**src/rtl/alu_bitscan_pkg.sv**
```systemverilog
// Shared op codes, FSM state encoding and small helpers for the bit-scan unit.
// Everything that must agree between the top level and its users lives here.
package alu_bitscan_pkg;

  localparam logic [2:0] BS_CLZ  = 3'b000;
  localparam logic [2:0] BS_CTZ  = 3'b001;
  localparam logic [2:0] BS_POPC = 3'b010;
  localparam logic [2:0] BS_PAR  = 3'b011;
  localparam logic [2:0] BS_FFS  = 3'b100;
  localparam logic [2:0] BS_BTST = 3'b101;

  typedef enum logic [1:0] {
    S_IDLE = 2'b00,
    S_SCAN = 2'b01,
    S_DONE = 2'b10
  } bs_state_e;

  // CLZ is the only op that walks the operand from the most significant chunk down.
  function automatic logic scanFromMsb(input logic [2:0] opCode);
    return opCode == BS_CLZ;
  endfunction

  function automatic logic isDefinedOp(input logic [2:0] opCode);
    return opCode <= BS_BTST;
  endfunction

endpackage

```
**src/rtl/alu_chunk_count.sv**
```systemverilog
// Combinational per-chunk statistics: population count, leading and trailing
// zero counts, any-set and XOR of a CHUNK-bit slice.
module alu_chunk_count #(
  parameter int CHUNK = 4,
  parameter int KW    = $clog2(CHUNK) + 1
) (
  input  logic [CHUNK-1:0] chunk_i,
  output logic [KW-1:0]    popcnt_o,
  output logic [KW-1:0]    lz_o,
  output logic [KW-1:0]    tz_o,
  output logic             anySet_o,
  output logic             xor_o
);

  // An all-zero chunk reports CHUNK for both zero counts so the caller can
  // simply keep adding until the first set bit is seen.
  always_comb begin
    popcnt_o = '0;
    lz_o     = KW'(CHUNK);
    tz_o     = KW'(CHUNK);
    for (int i = 0; i < CHUNK; i++) begin
      popcnt_o = popcnt_o + KW'(chunk_i[i]);
      if (chunk_i[i]) begin
        lz_o = KW'(CHUNK - 1 - i);
      end
    end
    for (int i = CHUNK - 1; i >= 0; i--) begin
      if (chunk_i[i]) begin
        tz_o = KW'(i);
      end
    end
  end

  assign anySet_o = |chunk_i;
  assign xor_o    = ^chunk_i;

endmodule

```
**src/rtl/alu_bitscan.sv**
```systemverilog
// Multi-cycle bit-query unit: CLZ/CTZ/POPC/PAR/FFS/BTST scanned CHUNK bits per
// cycle with a fixed latency of WIDTH/CHUNK scan cycles and valid/ready on both sides.
module alu_bitscan #(
  parameter int WIDTH = 32,
  parameter int CHUNK = 4
) (
  input  logic             clk,
  input  logic             rst_n,
  input  logic             in_valid,
  output logic             in_ready,
  input  logic [WIDTH-1:0] a,
  input  logic [WIDTH-1:0] b,
  input  logic [2:0]       op,
  output logic             out_valid,
  input  logic             out_ready,
  output logic [WIDTH-1:0] result,
  output logic             zero,
  output logic             carry_out,
  output logic             invalid_op
);

  import alu_bitscan_pkg::*;

  localparam int N  = WIDTH / CHUNK;
  localparam int IW = $clog2(WIDTH);
  localparam int AW = IW + 1;
  localparam int CW = (N > 1) ? $clog2(N) : 1;
  localparam int KW = $clog2(CHUNK) + 1;

  bs_state_e        state_q,   state_d;
  logic [WIDTH-1:0] opA_q,     opA_d;
  logic [IW-1:0]    bitIdx_q,  bitIdx_d;
  logic [2:0]       opCode_q,  opCode_d;
  logic [CW-1:0]    cnt_q,     cnt_d;
  logic [AW-1:0]    acc_q,     acc_d;
  logic             found_q,   found_d;
  logic             par_q,     par_d;
  logic [WIDTH-1:0] result_q,  result_d;
  logic             zero_q,    zero_d;
  logic             carry_q,   carry_d;
  logic             invalid_q, invalid_d;

  logic [CW-1:0]    chunkSel;
  logic [CHUNK-1:0] chunkBits;
  logic [KW-1:0]    chunkPop;
  logic [KW-1:0]    chunkLz;
  logic [KW-1:0]    chunkTz;
  logic             chunkAny;
  logic             chunkXor;

  logic [AW-1:0]    stepAcc;
  logic             stepFound;
  logic             stepPar;
  logic             testedBit;
  logic [WIDTH-1:0] finResult;
  logic             finCarry;
  logic             finInvalid;
  logic             lastChunk;

  // Only the low index bits of b select the tested bit.
  logic unused_bHigh;
  assign unused_bHigh = ^b[WIDTH-1:IW];

  assign chunkSel  = scanFromMsb(opCode_q) ? (CW'(N - 1) - cnt_q) : cnt_q;
  assign chunkBits = opA_q[int'(chunkSel) * CHUNK +: CHUNK];
  assign lastChunk = (cnt_q == CW'(N - 1));
  assign testedBit = opA_q[bitIdx_q];

  alu_chunk_count #(
    .CHUNK(CHUNK),
    .KW   (KW)
  ) u_chunk (
    .chunk_i (chunkBits),
    .popcnt_o(chunkPop),
    .lz_o    (chunkLz),
    .tz_o    (chunkTz),
    .anySet_o(chunkAny),
    .xor_o   (chunkXor)
  );

  // Once found is set the zero counts freeze; FFS reuses the CTZ count.
  always_comb begin
    stepAcc   = acc_q;
    stepFound = found_q;
    stepPar   = par_q ^ chunkXor;
    case (opCode_q)
      BS_CLZ: begin
        if (!found_q) begin
          stepAcc   = acc_q + AW'(chunkLz);
          stepFound = chunkAny;
        end
      end
      BS_CTZ, BS_FFS: begin
        if (!found_q) begin
          stepAcc   = acc_q + AW'(chunkTz);
          stepFound = chunkAny;
        end
      end
      BS_POPC: stepAcc = acc_q + AW'(chunkPop);
      default: ;
    endcase
  end

  always_comb begin
    finResult  = '0;
    finCarry   = 1'b0;
    finInvalid = !isDefinedOp(opCode_q);
    case (opCode_q)
      BS_CLZ, BS_CTZ, BS_POPC: finResult = WIDTH'(stepAcc);
      BS_PAR:                  finResult = WIDTH'(stepPar);
      BS_FFS: begin
        if (stepFound) begin
          finResult = WIDTH'(stepAcc + AW'(1));
        end
      end
      BS_BTST: begin
        finResult = WIDTH'(testedBit);
        finCarry  = testedBit;
      end
      default: ;
    endcase
  end

  always_comb begin
    state_d   = state_q;
    opA_d     = opA_q;
    bitIdx_d  = bitIdx_q;
    opCode_d  = opCode_q;
    cnt_d     = cnt_q;
    acc_d     = acc_q;
    found_d   = found_q;
    par_d     = par_q;
    result_d  = result_q;
    zero_d    = zero_q;
    carry_d   = carry_q;
    invalid_d = invalid_q;
    case (state_q)
      S_IDLE: begin
        if (in_valid) begin
          opA_d    = a;
          bitIdx_d = b[IW-1:0];
          opCode_d = op;
          cnt_d    = '0;
          acc_d    = '0;
          found_d  = 1'b0;
          par_d    = 1'b0;
          state_d  = S_SCAN;
        end
      end
      S_SCAN: begin
        acc_d   = stepAcc;
        found_d = stepFound;
        par_d   = stepPar;
        cnt_d   = cnt_q + CW'(1);
        if (lastChunk) begin
          cnt_d     = '0;
          result_d  = finResult;
          zero_d    = (finResult == '0);
          carry_d   = finCarry;
          invalid_d = finInvalid;
          state_d   = S_DONE;
        end
      end
      S_DONE: begin
        if (out_ready) begin
          state_d = S_IDLE;
        end
      end
      default: state_d = S_IDLE;
    endcase
  end

  always_ff @(posedge clk) begin
    if (!rst_n) begin
      state_q   <= S_IDLE;
      opA_q     <= '0;
      bitIdx_q  <= '0;
      opCode_q  <= '0;
      cnt_q     <= '0;
      acc_q     <= '0;
      found_q   <= 1'b0;
      par_q     <= 1'b0;
      result_q  <= '0;
      zero_q    <= 1'b0;
      carry_q   <= 1'b0;
      invalid_q <= 1'b0;
    end else begin
      state_q   <= state_d;
      opA_q     <= opA_d;
      bitIdx_q  <= bitIdx_d;
      opCode_q  <= opCode_d;
      cnt_q     <= cnt_d;
      acc_q     <= acc_d;
      found_q   <= found_d;
      par_q     <= par_d;
      result_q  <= result_d;
      zero_q    <= zero_d;
      carry_q   <= carry_d;
      invalid_q <= invalid_d;
    end
  end

  assign in_ready   = (state_q == S_IDLE);
  assign out_valid  = (state_q == S_DONE);
  assign result     = result_q;
  assign zero       = zero_q;
  assign carry_out  = carry_q;
  assign invalid_op = invalid_q;

endmodule

```
**config.mk**
```make
export PLATFORM = sky130hd
export DESIGN_NAME = alu_bitscan
export DESIGN_NICKNAME = d
export VERILOG_FILES = /design/src/rtl/alu_bitscan_pkg.sv /design/src/rtl/alu_chunk_count.sv /design/src/rtl/alu_bitscan.sv
export SDC_FILE = /design/constraint.sdc
export NUM_CORES = 1
export LEC_CHECK = 0
export CORE_UTILIZATION = 45
export CTS_CLUSTER_DIAMETER = 150
export CTS_CLUSTER_SIZE = 8
export DETAILED_ROUTE_END_ITERATION = 12
export PLACE_DENSITY = 0.85
export SLEW_MARGIN = 5
export SYNTH_ARGS = -nofsm -noshare
export SYNTH_HDL_FRONTEND = slang
export SYNTH_HIERARCHICAL = 1
export SYNTH_SLANG_ARGS = --single-unit
```
**constraint.sdc**
```tcl
create_clock -name clk -period 15.31 [get_ports clk]
set_input_delay 1.531 -clock clk [delete_from_list [all_inputs] [get_ports clk]]
set_output_delay 1.531 -clock clk [all_outputs]
set_load 0.005 [all_outputs]
```
==> After elaboration in Yosys (flattened, before gate mapping) <==
Cells that the tools add are included.
W data, S select, Z words.
{ "totals": {"in_bits": 71, "reg_bits": 88, "elab_cells": 81, "output_inout_bits": 37} }
{ "op_classes": {"n_reduce_logical": 14, "bitwise": 1, "eq_ne": 11, "n_addsub": 9, "order_cmp": 2, "muxes": 31, "shift": 1} }
{ "op_table": {"columns": ["cell", "n"], "rows": [
  ["$mux W3", 11],
  ["$logic_not A32 Y1", 1],
  ["$shiftx A32 B6 Y4", 1],
  ["$pmux W7 S4", 1],
  ["$add A6 B3 Y6", 3],
  ["$mux W6", 3],
  ["$pmux W6 S3", 1],
  ["$pmux W6 S2", 1],
  ["$eq A3 B3 Y1 const B", 3],
  ["$add A6 B1 Y7 const B", 1],
  ["$mux W7", 1],
  ["$add A3 B1 Y3", 2],
  ["$eq A3 B2 Y1 const B", 2],
  ["$lt A5 B6 Y1 const B", 1],
  ["$mux W2", 3],
  ["$pmux W2 S3", 1],
  ["$pmux W3 S2", 1],
  ["$reduce_and A2 Y1", 3],
  ["$reduce_or A3 Y1", 2],
  ["$bmux W1 S5", 1],
  ["$mux W1", 5],
  ["$ne A2 B2 Y1 const B", 2],
  ["$pmux W1 S2", 2],
  ["$reduce_or A4 Y1", 1],
  ["other kinds (16)", 16]
]} }

==> Logic depth before layout (Yosys ltp) <==
{ "logic_depth": {"depth_word": 14, "mapped_depth": 20, "ltp_nobuf": 19} }

==> Hierarchy <==
The synthesis kept the hierarchy.
{ "by_module_without_submodules": {"columns": ["mod", "area_each_um2", "cells_each", "n_inst"], "rows": [
  ["alu_bitscan", 4092.7, 474, 1],
  ["alu_chunk_count", 205.2, 23, 1]
]} }

==> Least setup slack after synthesis <==
Ideal clock, no wire load.
{ "synth_timing": {"path_type": "reg-to-reg", "from": "register opCode_q[1]", "to": "register zero_q (netlist: zero)", "path_stages_with_launch": 20, "arrival_time_ps": 4932, "synth_period_minus_slack_ps": 5019, "setup_time_ps": 87, "path_buffers": 0, "setup_slack_ps": 10291, "path_cell_list": "dfxtp_1 > nor3_4 > xnor2_1 > mux4_2 > mux2_2 > inv_1 > fa_1 > inv_1 > ha_1 > ha_1 > fa_1 > nand2_1 > a21oi_1 > a221o_1 > ha_1 > and2_1 > o32ai_1 > and3_1 > nand4_1 > o31ai_1"} }
{ "synth_lines": {"columns": ["element", "line", "rtl"], "rows": [
  ["from (decl)", "alu_bitscan.sv:33", "logic [2:0] opCode_q, opCode_d;"],
  ["from (signal assigned)", "alu_bitscan.sv:191", "opCode_q <= opCode_d;"],
  ["$logic_not A3 Y1 *", "alu_bitscan_pkg.sv:20", "return opCode == BS_CLZ;"],
  ["$mux W3 *", "alu_bitscan.sv:64", "assign chunkSel = scanFromMsb(opCode_q) ? (CW'(N - 1) - cnt_q) : cnt_q;"],
  ["$shiftx A32 B6 Y4 *", "alu_bitscan.sv:65", "assign chunkBits = opA_q[int'(chunkSel) * CHUNK +: CHUNK];"],
  ["via chunkBits[1]", "alu_bitscan.sv:44", "logic [CHUNK-1:0] chunkBits;"],
  ["$add A1 B1 Y2 *", "alu_chunk_count.sv:22", "popcnt_o = popcnt_o + KW'(chunk_i[i]);"],
  ["$add A3 B1 Y3 * (2 in a row)", "alu_chunk_count.sv:22", null],
  ["via chunkPop[0]", "alu_bitscan.sv:45", "logic [KW-1:0] chunkPop;"],
  ["$add A6 B3 Y6 *", "alu_bitscan.sv:99", "BS_POPC: stepAcc = acc_q + AW'(chunkPop);"],
  ["$pmux W6 S3 *", "alu_bitscan.sv:86", "case (opCode_q)"],
  ["$add A6 B1 Y7", "alu_bitscan.sv:113", "finResult = WIDTH'(stepAcc + AW'(1));"],
  ["$mux W7", "alu_bitscan.sv:112", "if (stepFound) begin"],
  ["$pmux W7 S4 *", "alu_bitscan.sv:108", "case (opCode_q)"],
  ["$logic_not A32 Y1 *", "alu_bitscan.sv:158", "zero_d = (finResult == '0);"],
  ["to (signal assigned)", "alu_bitscan.sv:197", "zero_q <= zero_d;"],
  ["to (decl)", "alu_bitscan.sv:39", "logic zero_q, zero_d;"]
]} }
The timed path passes the listed nets; every way through them passes the cells marked *.
A chain may end at the register's enable or synchronous reset.

==> Worst setup path after layout <==
{ "layout_timing": {"from": "register opCode_q[0]", "to": "register zero_q (netlist: zero)"} }
The elaborated chain is that of the path after synthesis.

==> qor.csv <==
stage,metric,value,unit
outcome,status,finished clean,
final_layout,final_common_cell,sky130_fd_sc_hd__nand2_1,
final_layout,flow.area_growth_from_synthesis,16.7,%
final_layout,antennaDiodeCount,0,
floorplan,fp.dieArea,9950,sq um
flow_run,max_cap_viol_count,0,
clock_network,cts_hold_buf,0,
pwr,power.clock.fraction,33.4,%
pwr,seqPwrFrac,38.0,%
clock_network,clock_insertion_delay_worst_skew,340,ps
grt,grt.overflow.total,0,
worst_setup_path,end_kind,register,
hold_path,timing.hold.worst_path_depth,2,
route,routed_wirelength,9960,um
pwr,maximum_vdd_drop,0.0000979,V
pwr,power.density,97.1,nW/um^2
pwr,share_comb_of_total_power,28.7,%
placement,place_hpwl,7230,um
sta,setup-violations-final,0,
sta,fin_hold_viols,0,
sta,worst_slew_pin_slew,1020,ps
yosys,synth_enable_flop_cells,0,
grt,grt_max_degree,65,
yosys,postSynthAreaPerCell,8.65,sq um
floorplan,die_height,99.7,um
route,postRouteAntennaNets,0,
worst_setup_path,regToRegEndpoint,zero,
yosys,postSynth.topFlopCell,sky130_fd_sc_hd__dfxtp_1,
yosys,async_flop_share,0,%
yosys,post_synth_num_cell_types,69,
hold_path,hold_path_startpoint,result[4],
pwr,total_power,0.487,mW
yosys,netlist_instances,497,
worst_setup_path,crit_required,15570,ps
grt,via_count_of_the_first_global_routing_pass,3586,
sta,finalWorstPathRequiredPeriod,6090,ps
worst_setup_path,worstRegToRegCells,19,
placement,gpl.final_weighted_congestion,0.926,
final_layout,most-common-layout-cells,"sky130_fd_sc_hd__nand2_1, sky130_fd_sc_hd__dfxtp_1, sky130_fd_sc_hd__clkdlybuf4s50_1",
yosys,post_synth_instance_area,4300,sq um
floorplan,initial_core_util,46.5,%
pwr,internal_power_of_the_cells,0.338,mW
grt,grt_first_pass_wirelength,17200,um
clock_network,cell_at_the_root_of_the_clock_tree,sky130_fd_sc_hd__clkbuf_8,
sta,maxClockFrequency,164,MHz
final_layout,layout-drive-gt1-share,9.44,%
clock_network,cts_post_setup_buffers_inserted,0,
worst_setup_path,worstPathArrival,6350,ps
route,vias,3725,
yosys,ys_warn_count,6,
route,drc_errors,0,
hold_path,worstHoldEndpoint,result[4],
pwr,power_leakage,1.91,nW
route,wl_per_cell,14.9,um
floorplan,placement_rows,35,
route,via_count_normalized_by_instance_count,5.57,
worst_setup_path,setup.worst_path.start_class,register,
placement,numPortBuffers,55,
route,1st_iter_drt_viols,328,
pwr,power.net_switching,0.150,mW
floorplan,core-area,9240,sq um
grt,total_routing_resource_utilization_after_global_routing,21.6,%
worst_setup_path,reg2reg_setup_slack,9220,ps
clock_network,cts.sinks,63,
worst_setup_path,criticalPathCategory,register to register,
grt,antenna_found_initial,0,
hold_path,worstHoldPathType,register to register,
sta,final.setup_skew,4.20,ps
final_layout,final_core_utilization,54.3,%
clock_network,cts.reportedPaths.clkPinSlew,70,ps
sta,final_min_period_over_clock_period,39.8,%
route,dr.pass1.iters,5,
sta,timing.slew.headroom,31.7,%
clock_network,clock_tree.htree_level_count,3,
sta,report.final.slew_viol_count,0,
yosys,postSynthRegisterBits,63,
pwr,switching_share,30.7,%
sta,totalNegativeSetupSlack,0,ps
worst_setup_path,path_max_fanout,19,
worst_setup_path,worst_r2r_startpoint,opCode_q[0],
clock_network,max-clock-path-buffers,2,
yosys,sequential_share_of_the_synthesized_area,29.3,%
floorplan,pin_count,108,
floorplan,die_width,99.7,um
final_layout,final_net_count,630,
clock_network,cts_resized,0,
clock_network,cts_tree,done,
final_layout,layout.filler_cells,793,
clock_network,cts_buffers,9,
sta,grt_setup_unrepaired,false,
==> state kept, by name, summed over array words and instances, names as in the netlist <==
register    count
opA_q          32
result          7
acc_q           6
bitIdx_q        5
cnt_q           3
opCode_q        3
state_q         2
carry_out       1
found_q         1
invalid_op      1
par_q           1
zero            1
==> layer usage <==
layer,track usage (%),up-vias,share of wire [%]
li1,-,1785,-
met1,27.5,1760,42
met2,36.3,158,50
met3,3.87,22,6.1
met4,8.37,0,1.8
met5,0,-,0
==> final cells by class <==
class                      count  area (sq um)  share of cell area, %
multi-input combinational    394          2760                   55.0
sequential                    63          1260                   25.1
timing repair buffer          59           581                   11.6
tap                          129           161                   3.22
clock buffer                  13           159                   3.17
clock inverter                 3          65.1                   1.30
inverter                       8          30.0                  0.599
==> power by group through the flow <==
stage / clock network, mW / logic [mW] / registers (mW)
6_report: 0.162 / 0.140 / 0.185
2_1_floorplan: 0 / 0.111 / 0.182
3_3_place_gp: 0 / 0.132 / 0.187
4_1_cts: 0.164 / 0.138 / 0.185
3_5_place_dp: 0 / 0.137 / 0.188
5_1_grt: 0.172 / 0.156 / 0.186
==> worst max-delay path, cell delays in order (launching register included) <==
cell and delay [ps]:
sky130_fd_sc_hd__dfxtp_1 770, sky130_fd_sc_hd__nor3_4 170, sky130_fd_sc_hd__xnor2_1 820, sky130_fd_sc_hd__mux4_2 610, sky130_fd_sc_hd__mux2_2 320, sky130_fd_sc_hd__inv_1 140
sky130_fd_sc_hd__fa_1 430, sky130_fd_sc_hd__inv_1 60, sky130_fd_sc_hd__ha_1 220, sky130_fd_sc_hd__ha_1 210, sky130_fd_sc_hd__fa_1 440, sky130_fd_sc_hd__nand2_1 80
sky130_fd_sc_hd__a21oi_1 70, sky130_fd_sc_hd__a221o_1 350, sky130_fd_sc_hd__ha_1 270, sky130_fd_sc_hd__and2_1 150, sky130_fd_sc_hd__o32ai_1 320, sky130_fd_sc_hd__and3_1 220
sky130_fd_sc_hd__nand4_1 90, sky130_fd_sc_hd__o31ai_1 240
==> Yosys cell counts, drive strengths merged (4+ instances only) <==
cell type  count  area share, %
a211oi         7            1.3
a21boi        50            8.7
a21o           4           0.76
a21oi         17            2.0
and2           6           0.87
buf           37            6.2
clkbuf        19            1.7
dfxtp         63             29
fa             4            1.9
ha            20            5.8
inv            8           0.70
mux2           4            1.0
mux4          17            8.9
nand2        104            9.1
nand2b         7            1.0
nand3         13            1.5
nor2          16            1.4
nor2b          7            1.0
nor3           9            1.4
nor3b          4           0.82
o211a          4           0.93
o21ai         13            1.6
xnor2          7            1.4
xor2           5            1.0
==> worst max path at each step <==
stage | start | end | slack (ps) | depth (start not counted)
after floorplan | opCode_q[1] | zero | 10290 | 19
after global placement | opCode_q[0] | zero | 9400 | 18
after detailed placement | opCode_q[0] | zero | 9250 | 19
after CTS | opCode_q[0] | zero | 9240 | 19
after global routing | opCode_q[0] | zero | 8800 | 18
final | opCode_q[0] | zero | 9220 | 19
==> cells by family (layout without fill, tap and decap cells) <==
kind of cell / Yosys count / count (layout) / share of synthesized area [%]
DFF: 63 / 63 / 29.3
xor gates and xnor gates: 12 / 12 / 2.45
muxes: 23 / 23 / 10.4
adders and majority gates: 25 / 25 / 7.95
buffers and inverters: 64 / 83 / 8.56
and+or+nand+nor: 185 / 185 / 20.4
other: 1 / 25 / 0.0873
AOI/OAI and AO/OA: 124 / 124 / 20.8
==> through the flow <==
| step | cell area, sq um | std cells | worst slack (ps) | hold WS (ps) |
|---|---|---|---|---|
| 3_5_place_dp | 4790 | 653 | 9250 | 449 |
| 4_1_cts | 5020 | 669 | 9240 | 459 |
| 5_1_grt | 5020 | 669 | 8800 | 487 |
| 6_report | 5020 | 669 | 9220 | 457 |
| 2_1_floorplan | 4390 | 521 | 10290 | 450 |
| 3_3_place_gp | 4790 | 653 | 9400 | 444 |
No activity file was read; power rests on OpenSTA's default activity.
